**config.mk**
```make
export PLATFORM = sky130hd
export DESIGN_NAME = seq_match_stats
export DESIGN_NICKNAME = d
export VERILOG_FILES = /design/src/rtl/seq_pkg.sv /design/src/rtl/seq_rpt_slot.sv /design/src/rtl/seq_match_stats.sv
export SDC_FILE = /design/constraint.sdc
export NUM_CORES = 1
export LEC_CHECK = 0
export ABC_AREA = 1
export BUFFER_PORTS_ARGS = -buffer_cell sky130_fd_sc_hd__buf_2
export CAP_MARGIN = 10
export CELL_PAD_IN_SITES_DETAIL_PLACEMENT = 1
export CELL_PAD_IN_SITES_GLOBAL_PLACEMENT = 1
export CORE_MARGIN = 1
export CORE_UTILIZATION = 45
export CTS_BUF_LIST = sky130_fd_sc_hd__clkbuf_8
export CTS_CLUSTER_SIZE = 28
export DETAILED_ROUTE_END_ITERATION = 16
export HOLD_SLACK_MARGIN = 0.03
export PLACE_DENSITY = 0.81
export RECOVER_POWER = 50
export SLEW_MARGIN = 30
export SYNTH_ARGS = -nofsm -noshare
export SYNTH_HDL_FRONTEND = slang
export SYNTH_SLANG_ARGS = --single-unit
export TNS_END_PERCENT = 50
```
**constraint.sdc**
```tcl
create_clock -name clk -period 2.12 [get_ports clk]
set_input_delay 0.212 -clock clk [delete_from_list [all_inputs] [get_ports clk]]
set_output_delay 0.212 -clock clk [all_outputs]
set_load 0.005 [all_outputs]
```
**src/rtl/seq_pkg.sv**
```systemverilog
// Shared types for the group-sequence statistics blocks: the report record
// that travels through the holding slot and the slot state encoding.
package seq_pkg;

    // Width of every count field carried in a report.
    localparam int RPT_CNT_W = 4;

    typedef enum logic {
        SLOT_EMPTY = 1'b0,
        SLOT_FULL  = 1'b1
    } slot_state_e;

    typedef struct packed {
        logic [RPT_CNT_W-1:0] match_cnt;
        logic [RPT_CNT_W-1:0] miss_cnt;
        logic [RPT_CNT_W-1:0] max_run;
    } rpt_t;

endpackage : seq_pkg

```
**src/rtl/seq_rpt_slot.sv**
```systemverilog
// One-entry valid/ready holding register. A new payload overwrites the held
// one only when the consumer accepts in the same cycle; otherwise it is
// dropped and the sticky overflow flag is raised.
module seq_rpt_slot
    import seq_pkg::*;
#(
    parameter type payload_t = rpt_t
) (
    input  logic     clk,
    input  logic     rst_n,
    input  logic     clr_i,
    input  logic     load_i,
    input  payload_t data_i,
    input  logic     ready_i,
    output logic     valid_o,
    output payload_t data_o,
    output logic     ovf_o
);

    slot_state_e state_q;
    payload_t    data_q;
    logic        ovf_q;

    // Slot FSM: load, hand off, overwrite-on-accept or drop with overflow.
    always_ff @(posedge clk or negedge rst_n) begin
        // NOTE: sequential state uses non-blocking assignments so every
        // register samples pre-edge values regardless of statement order.
        if (!rst_n) begin
            state_q <= SLOT_EMPTY;
            data_q  <= '0;
            ovf_q   <= 1'b0;
        end else if (clr_i) begin
            state_q <= SLOT_EMPTY;
            data_q  <= '0;
            ovf_q   <= 1'b0;
        end else begin
            unique case (state_q)
                SLOT_EMPTY: begin
                    if (load_i) begin
                        data_q  <= data_i;
                        state_q <= SLOT_FULL;
                    end
                end
                SLOT_FULL: begin
                    if (ready_i && load_i) begin
                        data_q <= data_i;
                    end else if (ready_i) begin
                        state_q <= SLOT_EMPTY;
                    end else if (load_i) begin
                        ovf_q <= 1'b1;
                    end
                end
                default: state_q <= SLOT_EMPTY;
            endcase
        end
    end

    assign valid_o = (state_q == SLOT_FULL);
    assign data_o  = data_q;
    assign ovf_o   = ovf_q;

endmodule : seq_rpt_slot

```
**src/rtl/seq_match_stats.sv**
```systemverilog
// Per-window statistics over the 011100 group detector's match/not_match
// pulses: match count, miss count and longest consecutive-match run, reported
// once per WIN_GROUPS groups through a one-entry valid/ready slot.
module seq_match_stats
    import seq_pkg::*;
#(
    parameter int WIN_GROUPS = 8,
    parameter int CNT_W      = RPT_CNT_W
) (
    input  logic             clk,
    input  logic             rst_n,
    input  logic             match,
    input  logic             not_match,
    input  logic             clr,
    output logic             rpt_valid,
    input  logic             rpt_ready,
    output logic [CNT_W-1:0] rpt_match_cnt,
    output logic [CNT_W-1:0] rpt_miss_cnt,
    output logic [CNT_W-1:0] rpt_max_run,
    output logic             ovf,
    output logic             proto_err
);

    // Counts are sized so a full window can never wrap them.
    if (WIN_GROUPS < 1 || WIN_GROUPS >= (1 << CNT_W) || CNT_W != RPT_CNT_W) begin : g_param_check
        $error("seq_match_stats: need 1 <= WIN_GROUPS < 2**CNT_W and CNT_W == RPT_CNT_W");
    end

    logic [CNT_W-1:0] grp_cnt_q, acc_match_q, acc_miss_q, run_q, max_run_q;
    logic [CNT_W-1:0] grp_cnt_d, acc_match_d, acc_miss_d, run_d, max_run_d;
    logic             proto_err_q;

    logic             ev, is_match, is_miss, win_close;
    logic [CNT_W-1:0] run_inc;
    rpt_t             close_rpt;
    rpt_t             slot_rpt;

    // A simultaneous match/not_match is a protocol error and counts as a miss.
    assign ev        = match | not_match;
    assign is_miss   = not_match;
    assign is_match  = match & ~not_match;
    assign win_close = ev && (grp_cnt_q == CNT_W'(WIN_GROUPS - 1));
    assign run_inc   = run_q + CNT_W'(1);

    // Accumulator next state; the closing report includes the current event.
    always_comb begin
        // NOTE: every always_comb output gets a default first so no path
        // leaves it unassigned and infers a latch.
        grp_cnt_d   = grp_cnt_q;
        acc_match_d = acc_match_q;
        acc_miss_d  = acc_miss_q;
        run_d       = run_q;
        max_run_d   = max_run_q;
        if (ev) begin
            grp_cnt_d = grp_cnt_q + CNT_W'(1);
            if (is_match) begin
                acc_match_d = acc_match_q + CNT_W'(1);
                run_d       = run_inc;
                if (run_inc > max_run_q) max_run_d = run_inc;
            end else begin
                acc_miss_d = acc_miss_q + CNT_W'(1);
                run_d      = '0;
            end
        end
        close_rpt.match_cnt = acc_match_d;
        close_rpt.miss_cnt  = acc_miss_d;
        close_rpt.max_run   = max_run_d;
    end

    // Window accumulators: cleared by clr or at window close, runs never span windows.
    always_ff @(posedge clk or negedge rst_n) begin
        if (!rst_n) begin
            grp_cnt_q   <= '0;
            acc_match_q <= '0;
            acc_miss_q  <= '0;
            run_q       <= '0;
            max_run_q   <= '0;
        end else if (clr || win_close) begin
            grp_cnt_q   <= '0;
            acc_match_q <= '0;
            acc_miss_q  <= '0;
            run_q       <= '0;
            max_run_q   <= '0;
        end else begin
            grp_cnt_q   <= grp_cnt_d;
            acc_match_q <= acc_match_d;
            acc_miss_q  <= acc_miss_d;
            run_q       <= run_d;
            max_run_q   <= max_run_d;
        end
    end

    // Sticky protocol-error flag, cleared only by clr or reset.
    always_ff @(posedge clk or negedge rst_n) begin
        if (!rst_n)                     proto_err_q <= 1'b0;
        else if (clr)                   proto_err_q <= 1'b0;
        else if (match && not_match)    proto_err_q <= 1'b1;
    end

    seq_rpt_slot #(
        .payload_t (rpt_t)
    ) u_slot (
        .clk     (clk),
        .rst_n   (rst_n),
        .clr_i   (clr),
        .load_i  (win_close & ~clr),
        .data_i  (close_rpt),
        .ready_i (rpt_ready),
        .valid_o (rpt_valid),
        .data_o  (slot_rpt),
        .ovf_o   (ovf)
    );

    assign rpt_match_cnt = slot_rpt.match_cnt;
    assign rpt_miss_cnt  = slot_rpt.miss_cnt;
    assign rpt_max_run   = slot_rpt.max_run;
    assign proto_err     = proto_err_q;

endmodule : seq_match_stats

```
==> results.yml, run 1 <==
critical_path:
  critPathSlowestCell: "dfrtp_1"
  arrival_ns: 2.18
  critPathTopFamily: "simple AND/OR/NAND/NOR gates"
  end_kind: "flop"
  path_class: "flop to flop"
  worstPathRequired_ns: 2.30
  cp_max_fo: 4
  crit_chain: "ha_1 -> xnor2_2 -> inv_1 -> ha_1 -> nand2_1 -> nor2_1 -> nor2_2 -> buf_4 -> nand3_1 -> nand3_1 -> nand2_1"
  start_kind: "flop"
  cpPeakStageDelay_ns: 0.42
  critPathBufInv: 2
sta:
  slew_headroom_pct: -21.6
  fmaxAchievable_ghz: 0.500
  tightest_slew_ns: 1.82
  period_needed_ns: 2.00
  period_share_pct: 94.3
  finClkSkew_ns: 0.00611
  setup_violations: 0
  drv_slew: 36
  hold_viol_final: 0
routing:
  drt_pass1_iterations: 4
  wl_um: 4140
  drt_iter0_drc: 61
  drt-vias-per-instance: 5.10
  drc: 0
  wl_per_cell_um: 15.2
  via_count: 1388
  ant_nets: 0
placement:
  placed_cells: 265
  gp_congestion: 0.822
  portBuffers: 20
  place_hpwl_um: 3140
outcome:
  violations: "capacitance limit, slew limit"
  run_status: "complete, but fails checks"
clocking:
  htreeDepth: 2
  cts_hold_buffers: 0
  cts_num_sinks: 35
  numCtsBuffers: 5
  cts.clk_slew.worst_paths_ns: 0.07
  cts_tree: "built"
  clk_latency_ns: 0.29
  clock_path_buffers: 2
  root_buffer: "clkbuf_8"
job:
  max-cap-violations: 1
floorplan:
  start_util_pct: 47.2
  num_rows: 22
  die_w_um: 64.0
  coreArea_um2: 3660
  dieArea_um2: 4090
  num_io_pins: 21
  die_h_um: 64.0
logic_synthesis:
  ys_ff_latch: 35
  synth-edff-count: 0
  synth_cell_types: 25
  synthTopCellsByArea: "dfrtp_1 51%, nand2_1 11%, ha_1 5.8%"
  syn-cell-area_um2: 1730
  yosysTopAreaCellShare_pct: 50.7
  syn_area_per_cell_um2: 8.68
  async_reset_ff_share_pct: 100
  synthesis.nets: 213
  synthFlopType: "dfrtp_1"
  synth_most_common_cell: "nand2_1"
  ys_seq_area_share_pct: 50.7
  yosys_warnings: 0
  yosys.area.top_type: "dfrtp_1"
  syn_inst: 199
  synth_common_cells: "52 x nand2_1, 35 x dfrtp_1, 22 x inv_1, 22 x nor2_1, 19 x nand3_1"
power_and_ir_drop:
  leakage_nw: 1.07
  ir_drop_mv: 0.413
  p_per_area_nw_per_um2: 688
  p_total_mw: 1.34
finish:
  area_growth_pct: 13.0
  nNetsFinal: 239
  post-route-util_pct: 53.3
  antennaDiodeCount: 0
  finalNonFillerCells: 272
  final_layout_size_suffix_gt1_share_pct: 17.4
grt:
  first_global_vias: 1530
  track_usage_pct: 24.3
  grt_overflow_total: 0
  grt_max_degree: 36
  antenna_found_initial: 0
  grt_pass1_wl_um: 7280
hold_path:
  hold_path_class: "primary input to flop"
path summary, 6_finish.rpt:
check,startpoint,to,slack (ns),cells past startpoint
max in group asynchronous,rst_n,acc_match_q[3]$_DFF_PN0_,0.66,1
min in group asynchronous,rst_n,grp_cnt_q[3]$_DFFE_PN0P_,0.41,1
worst max register to register,run_q[1]$_DFFE_PN0P_,u_slot.data_o[1]$_DFFE_PN0P_,0.12,11
worst min register to register,u_slot.data_o[7]$_DFFE_PN0P_,u_slot.data_o[7]$_DFFE_PN0P_,0.47,2
worst max-delay path,run_q[1]$_DFFE_PN0P_,u_slot.data_o[1]$_DFFE_PN0P_,0.12,11
worst min-delay path,clr,grp_cnt_q[2]$_DFFE_PN0P_,0.22,2
power by group:
part	internal, mW	switching, mW
sequential	0.698	0.0198
combinational	0.0597	0.128
clock	0.214	0.224
flip-flops by register name, summed over array words and instances, names as in the netlist:
signal          count
u_slot.data_o      12
acc_match_q         4
acc_miss_q          4
grp_cnt_q           4
max_run_q           4
run_q               4
proto_err           1
u_slot.ovf_o        1
u_slot.valid_o      1
cells by family (layout without fill, tap and decap cells):
logic type | count (synthesis) | in the layout | synth area share (%)
AO/OA/AOI/OAI | 17 | 17 | 5.58
XOR/XNOR | 6 | 6 | 3.04
adder cells (fa/ha/maj) | 8 | 8 | 5.79
buffers and inverters | 27 | 52 | 7.31
flip-flops | 35 | 35 | 50.7
AND/OR/NAND/NOR | 106 | 106 | 27.6
cell usage in the layout, fill, tap and decap left out, types with 3 or more instances in the layout:
cell type and n:
nand2_1 49, dfrtp_1 35, inv_1 23, nor2_1 22, nand3_1 19, buf_2 17
o21ai_0 10, ha_1 8, clkbuf_8 5, nand2_2 4, xor2_1 4, a21oi_1 4
o21ai_2 3, clkbuf_1 3
per-stage QoR:
step | hold slack, ns | TNS (ns) | worst slack, ns | instance area (um^2)
floorplan | -0.0836 | 0 | 0.327 | 1730
global placement | 0.323 | 0 | 0.267 | 1860
detailed placement | 0.337 | 0 | 0.0967 | 1860
CTS | 0.0309 | 0 | 0.0597 | 1930
global route | 0.231 | -0.0212 | -0.0168 | 1950
finish | 0.215 | 0 | 0.121 | 1950
area by class of cell:
cell class / instances / area, um^2
clock buffer: 5 / 68.8
clock inverter: 1 / 3.75
fill: 451 / 1710
inverter: 24 / 92.6
multi-input combinational: 137 / 741
sequential: 35 / 876
tap: 48 / 60.1
timing repair buffer: 22 / 111
layer usage:
metal / up-vias / track usage [%] / part of all wire (%)
met1: 676 / 27.6 / 41
li1: 674 / - / -
met4: 0 / 13.4 / 2.8
met2: 28 / 42.4 / 54
met5: - / 0 / 0
met3: 10 / 4.82 / 2.8
what timing repair did:
| item | in CTS | in global routing |
|---|---|---|
| gates resized for setup | 0 | 4 |
| setup endpoints to repair | 0 | 8 |
| setup buffers | 0 | 1 |
| endpoints found under the hold margin | 0 | 0 |
No activity file was read; power rests on OpenSTA's default activity.
==> run 2: changes to the inputs <==
--- a/config.mk
+++ b/config.mk
@@ -10,7 +10,6 @@
 export CAP_MARGIN = 10
 export CELL_PAD_IN_SITES_DETAIL_PLACEMENT = 1
 export CELL_PAD_IN_SITES_GLOBAL_PLACEMENT = 1
-export CORE_MARGIN = 1
 export CORE_UTILIZATION = 45
 export CTS_BUF_LIST = sky130_fd_sc_hd__clkbuf_8
 export CTS_CLUSTER_SIZE = 28
==> constraint.sdc (replaced) <==
create_clock -name clk -period 1.9 [get_ports clk]
set_input_delay 0.19 -clock clk [delete_from_list [all_inputs] [get_ports clk]]
set_output_delay 0.19 -clock clk [all_outputs]
set_load 0.005 [all_outputs]
==> results.yml, run 2 (same netlist as run 1, synthesis figures left out) <==
outcome:
  run_status: "complete, no violations"
clocking:
  htreeDepth: 2
  clk_latency_ns: 0.29
  cts_num_sinks: 35
  cts.clk_slew.worst_paths_ns: 0.07
  cts_tree: "built"
  numCtsBuffers: 5
  root_buffer: "clkbuf_8"
  clock_path_buffers: 2
finish:
  post-route-util_pct: 58.0
  multi_input_area_um2: 840
  largest_reg_flops: 12
  mostFrequentLayoutCells: "44 x nand2_1, 35 x dfrtp_1, 22 x inv_1"
  antennaDiodeCount: 0
  final_layout_size_suffix_gt1_share_pct: 25.9
  nNetsFinal: 245
  fillers: 436
  area_growth_pct: 23.0
  final_common_cell: "nand2_1"
  finalNonFillerCells: 280
  regArea_um2: 876
sta:
  fin_ws_ns: 0.0685
  finClkSkew_ns: 0.00387
  hold_viol_final: 0
  tightest_slew_ns: 0.868
  fmaxAchievable_ghz: 0.546
  setup_tns_ns: 0
  setup_violations: 0
  drv_slew: 0
  period_share_pct: 96.4
  period_needed_ns: 1.83
  slew_headroom_pct: 42.1
power_and_ir_drop:
  p_total_mw: 1.66
  power_switching_mw: 0.460
  p_sw_share_pct: 27.8
  comb_power_share_pct: 16.3
  p_per_area_nw_per_um2: 779
  p_seq_share_pct: 48.3
  clock_power_share_pct: 35.4
  leakage_nw: 1.11
  ir_drop_mv: 0.578
  p_int_mw: 1.20
critical_path:
  critPathSlowestCell: "dfrtp_1"
  end_kind: "flop"
  crit_path_end: "max_run_q[3]$_DFF_PN0_"
  timing.rr.start: "run_q[0]$_DFFE_PN0P_"
  cpPeakStageDelay_ns: 0.40
  cp_max_fo: 5
  start_kind: "flop"
  crit_start: "run_q[0]$_DFFE_PN0P_"
  worstPathRequired_ns: 2.12
  crit_chain: "ha_2 -> xnor2_2 -> inv_1 -> ha_4 -> nand2_4 -> inv_2 -> nand2_2 -> nand2_4 -> nand2_4 -> nand2_2 -> nand2_1 -> nor2_1"
  rr_endpoint: "max_run_q[3]$_DFF_PN0_"
  reg2reg_depth: 12
  r2r_slack_ns: 0.07
  path_class: "flop to flop"
  cpMostUsedCell: "nand2_4"
  arrival_ns: 2.05
routing:
  wl_per_cell_um: 15.3
  drt_pass1_iterations: 4
  drc: 0
  wl_um: 4280
  drt-vias-per-instance: 5.17
  ant_nets: 0
  via_count: 1448
  drt_iter0_drc: 38
floorplan:
  dieArea_um2: 4090
  die_h_um: 64.0
  coreArea_um2: 3660
  start_util_pct: 47.2
  die_w_um: 64.0
  num_io_pins: 21
  num_rows: 22
hold_path:
  hold_path_class: "primary input to flop"
grt:
  grt_overflow_total: 0
  antenna_found_initial: 0
  grt_pass1_wl_um: 7240
  first_global_vias: 1619
  grt_max_degree: 36
  track_usage_pct: 23.8
placement:
  portBuffers: 20
  gp_congestion: 0.801
  dp_slack_ns: -0.126
  place_hpwl_um: 2990
  placed_cells: 267
job:
  max-cap-violations: 0
-- run 2: worst min path at each step --
| stage | start | end | slack [ns] | cells past startpoint |
|---|---|---|---|---|
| 2_1_floorplan | rst_n | acc_match_q[0]$_DFF_PN0_ | -0.11 | 0 |
| 6_report | clr | proto_err$_DFFE_PN0P_ | 0.19 | 2 |
| 3_5_place_dp | rst_n | u_slot.data_o[9]$_DFFE_PN0P_ | 0.31 | 1 |
| 3_3_place_gp | rst_n | u_slot.data_o[9]$_DFFE_PN0P_ | 0.30 | 1 |
| 4_1_cts | clr | proto_err$_DFFE_PN0P_ | 0.18 | 2 |
| 5_1_grt | clr | proto_err$_DFFE_PN0P_ | 0.20 | 2 |
-- run 2: critical path: cells and delay by family, from the launching register on --
family	cells	cell delay (ns)
xor gates and xnor gates	1	0.16
adders and majority gates	2	0.50
buffers and inverters	2	0.15
and+or+nand+nor	7	0.57
DFF	1	0.40
-- run 2: repair_timing --
action	4_1_cts	5_1_grt
pin swaps	3	9
setup buffers	3	1
gates cloned	0	0
hold buffers	1	0
hold endpoints to repair	35	0
gates resized for setup	6	20
endpoints found under the setup margin	8	8
-- run 2: metal layers --
layer | share of wire (%) | up-vias | wire length, um | GRT usage (%)
met5 | 0 | - | 0 | 0
met4 | 1.9 | 0 | 80 | 12.5
met3 | 2.5 | 9 | 109 | 4.64
met2 | 55 | 16 | 2340 | 42.2
met1 | 41 | 735 | 1750 | 27.0
li1 | - | 688 | - | -
-- run 2: power groups by stage --
stage	combinational [mW]	clock, mW	sequential (mW)
global route	0.303	0.620	0.804
global placement	0.186	0	0.811
floorplan	0.135	0	0.811
detailed placement	0.202	0	0.815
CTS	0.222	0.598	0.800
finish	0.269	0.586	0.800
-- run 2: per-stage QoR --
stage	instance area (um^2)	hold WS (ns)
after CTS	2030	0.184
after global routing	2120	0.204
after global placement	1880	0.300
after detailed placement	1880	0.311
after floorplan	1730	-0.106
final	2120	0.193
-- run 2: layout make-up --
cell class	instances	area share, %
Sequential cell	35	41.2
Multi-Input combinational cell	137	39.5
Timing Repair Buffer	28	7.36
Clock buffer	7	4.53
Inverter	24	4.36
Tap cell	48	2.83
Clock inverter	1	0.177
==> run 3: changes to the inputs <==
--- a/config.mk
+++ b/config.mk
@@ -10,6 +10,7 @@
 export CAP_MARGIN = 10
 export CELL_PAD_IN_SITES_DETAIL_PLACEMENT = 1
 export CELL_PAD_IN_SITES_GLOBAL_PLACEMENT = 1
+export CORE_ASPECT_RATIO = 0.9
 export CORE_UTILIZATION = 45
 export CTS_BUF_LIST = sky130_fd_sc_hd__clkbuf_8
 export CTS_CLUSTER_SIZE = 28
==> results.yml, run 3 (same netlist as run 1, synthesis figures left out) <==
sta:
  rsz0062_at_grt: "true"
  slew_headroom_pct: 42.0
  timing.hold.ws_ns: 0.217
  drv_slew: 0
  period_needed_ns: 1.89
  tightest_slew_ns: 0.870
  setup_violations: 0
  finClkSkew_ns: 0.00476
  hold_viol_final: 0
  period_share_pct: 99.3
  fmaxAchievable_ghz: 0.530
  setup_tns_ns: 0
finish:
  final_common_cell: "nand2_1"
  antennaDiodeCount: 0
  area_growth_pct: 21.2
  post-route-cell-area_um2: 2090
  mostFrequentLayoutCells: "42 x nand2_1, 35 x dfrtp_1, 22 x inv_1"
  nNetsFinal: 241
  final_layout_size_suffix_gt1_share_pct: 25.4
  finalNonFillerCells: 272
  largest_reg_flops: 12
power_and_ir_drop:
  leakage_nw: 1.08
  comb_power_share_pct: 17.5
  ir_drop_mv: 0.442
  power_switching_mw: 0.469
  p_sw_share_pct: 29.6
  clock_power_share_pct: 32.1
  p_seq_share_pct: 50.4
  p_int_mw: 1.12
  p_per_area_nw_per_um2: 757
critical_path:
  cp_max_fo: 5
  cpPeakStageDelay_ns: 0.42
  arrival_ns: 2.06
  end_kind: "flop"
  crit_start: "run_q[1]$_DFFE_PN0P_"
  path_class: "flop to flop"
  critPathBufInv: 1
  start_kind: "flop"
  worstPathRequired_ns: 2.07
  critPathSlowestCell: "dfrtp_1"
  timing.rr.start: "run_q[1]$_DFFE_PN0P_"
  critPathTopFamily: "simple AND/OR/NAND/NOR gates"
  crit_chain: "ha_2 -> xnor2_2 -> inv_2 -> ha_4 -> nand2_4 -> nor2_4 -> nor2_4 -> nand2_4 -> nand2_2 -> nand3_1 -> nand2_1"
floorplan:
  die_h_um: 60.8
  die_w_um: 67.3
  num_rows: 20
  start_util_pct: 49.0
  coreArea_um2: 3530
  dieArea_um2: 4090
  num_io_pins: 21
routing:
  wl_met3_um: 131
  via_count: 1411
  ant_nets: 0
  wl_um: 4410
  drt_iter0_drc: 49
  drt-vias-per-instance: 5.19
  wl_met2_um: 2240
  highest_layer: "met4"
  drt_pass1_iterations: 4
  wl_met1_um: 1970
  drc: 0
  wl_per_cell_um: 16.2
grt:
  grt_pass1_wl_um: 6840
  grt_max_degree: 36
  track_usage_pct: 23.7
  grt_overflow_total: 0
  first_global_vias: 1475
  antenna_found_initial: 0
clocking:
  cts.clk_slew.worst_paths_ns: 0.07
  clock_path_buffers: 2
  cts_num_sinks: 35
  postCtsSetupBuffers: 0
  htreeDepth: 2
  numCtsBuffers: 5
  cts_tree: "built"
  clk_latency_ns: 0.28
  root_buffer: "clkbuf_8"
hold_path:
  hold_path_class: "primary input to flop"
  min_from: "clr"
job:
  max-cap-violations: 0
placement:
  portBuffers: 20
  place_hpwl_um: 3020
  dpl_cell_area_um2: 1870
  placed_cells: 263
  gp_congestion: 0.754
outcome:
  run_status: "complete, no violations"
-- run 3: changes by cell type in the layout (fill, tap and decap cells not counted), moves of 2 or more --
cell	before	now
buf_4	7	2
nand3_1	15	12
nand3_2	4	7
buf_2	14	12
clkbuf_1	5	7
clkbuf_8	7	5
nand2_1	44	42
nand2_2	5	7
nor2_2	2	0
-- run 3: area by class of cell --
type	instances	area, um^2
inverters	24	92.6
clock buffers	5	68.8
multi-input cells	137	862
clock inverters	3	12.5
repair buffers	24	128
fillers	419	1430
flip-flops and latches	35	876
well taps	44	55.1
-- run 3: final timing paths --
check	cells after the start	slack [ns]	end
max in group asynchronous	2	0.80	run_q[1]$_DFFE_PN0P_
max reg2reg	11	0.01	u_slot.data_o[0]$_DFFE_PN0P_
min reg2reg	2	0.48	u_slot.data_o[11]$_DFFE_PN0P_
max	11	0.01	u_slot.data_o[0]$_DFFE_PN0P_
min	2	0.22	proto_err$_DFFE_PN0P_
min in group asynchronous	2	0.56	grp_cnt_q[0]$_DFFE_PN0P_
-- run 3: repair_timing --
| item | CTS | global route |
|---|---|---|
| gates resized for setup | 7 | 26 |
| endpoints found under the setup margin | 8 | 8 |
| hold endpoints to repair | 35 | 0 |
| hold buffers | 1 | 0 |
| pin swaps | 2 | 11 |
-- run 3: metal layers --
| metal | global-route usage, % | up-vias |
|---|---|---|
| met5 | 0 | - |
| met4 | 7.60 | 0 |
| met3 | 5.26 | 7 |
| met2 | 40.0 | 28 |
| met1 | 30.3 | 697 |
| li1 | - | 679 |
-- run 3: power groups by stage --
stage | sequential (mW) | combinational, mW | clock (mW)
floorplan | 0.811 | 0.135 | 0
global placement | 0.811 | 0.188 | 0
detailed placement | 0.814 | 0.202 | 0
CTS | 0.800 | 0.216 | 0.515
global route | 0.804 | 0.307 | 0.545
finish | 0.800 | 0.278 | 0.508
-- run 3: metrics by stage --
step                      setup slack (ns)  power [mW]  util (%)
after detailed placement           -0.0788        1.02      53.0
after CTS                          -0.0612        1.53      56.4
final                               0.0124        1.59      59.4
after global placement              0.0579       0.999      53.0
after floorplan                      0.107       0.946         -
after global routing               -0.0710        1.66      59.4
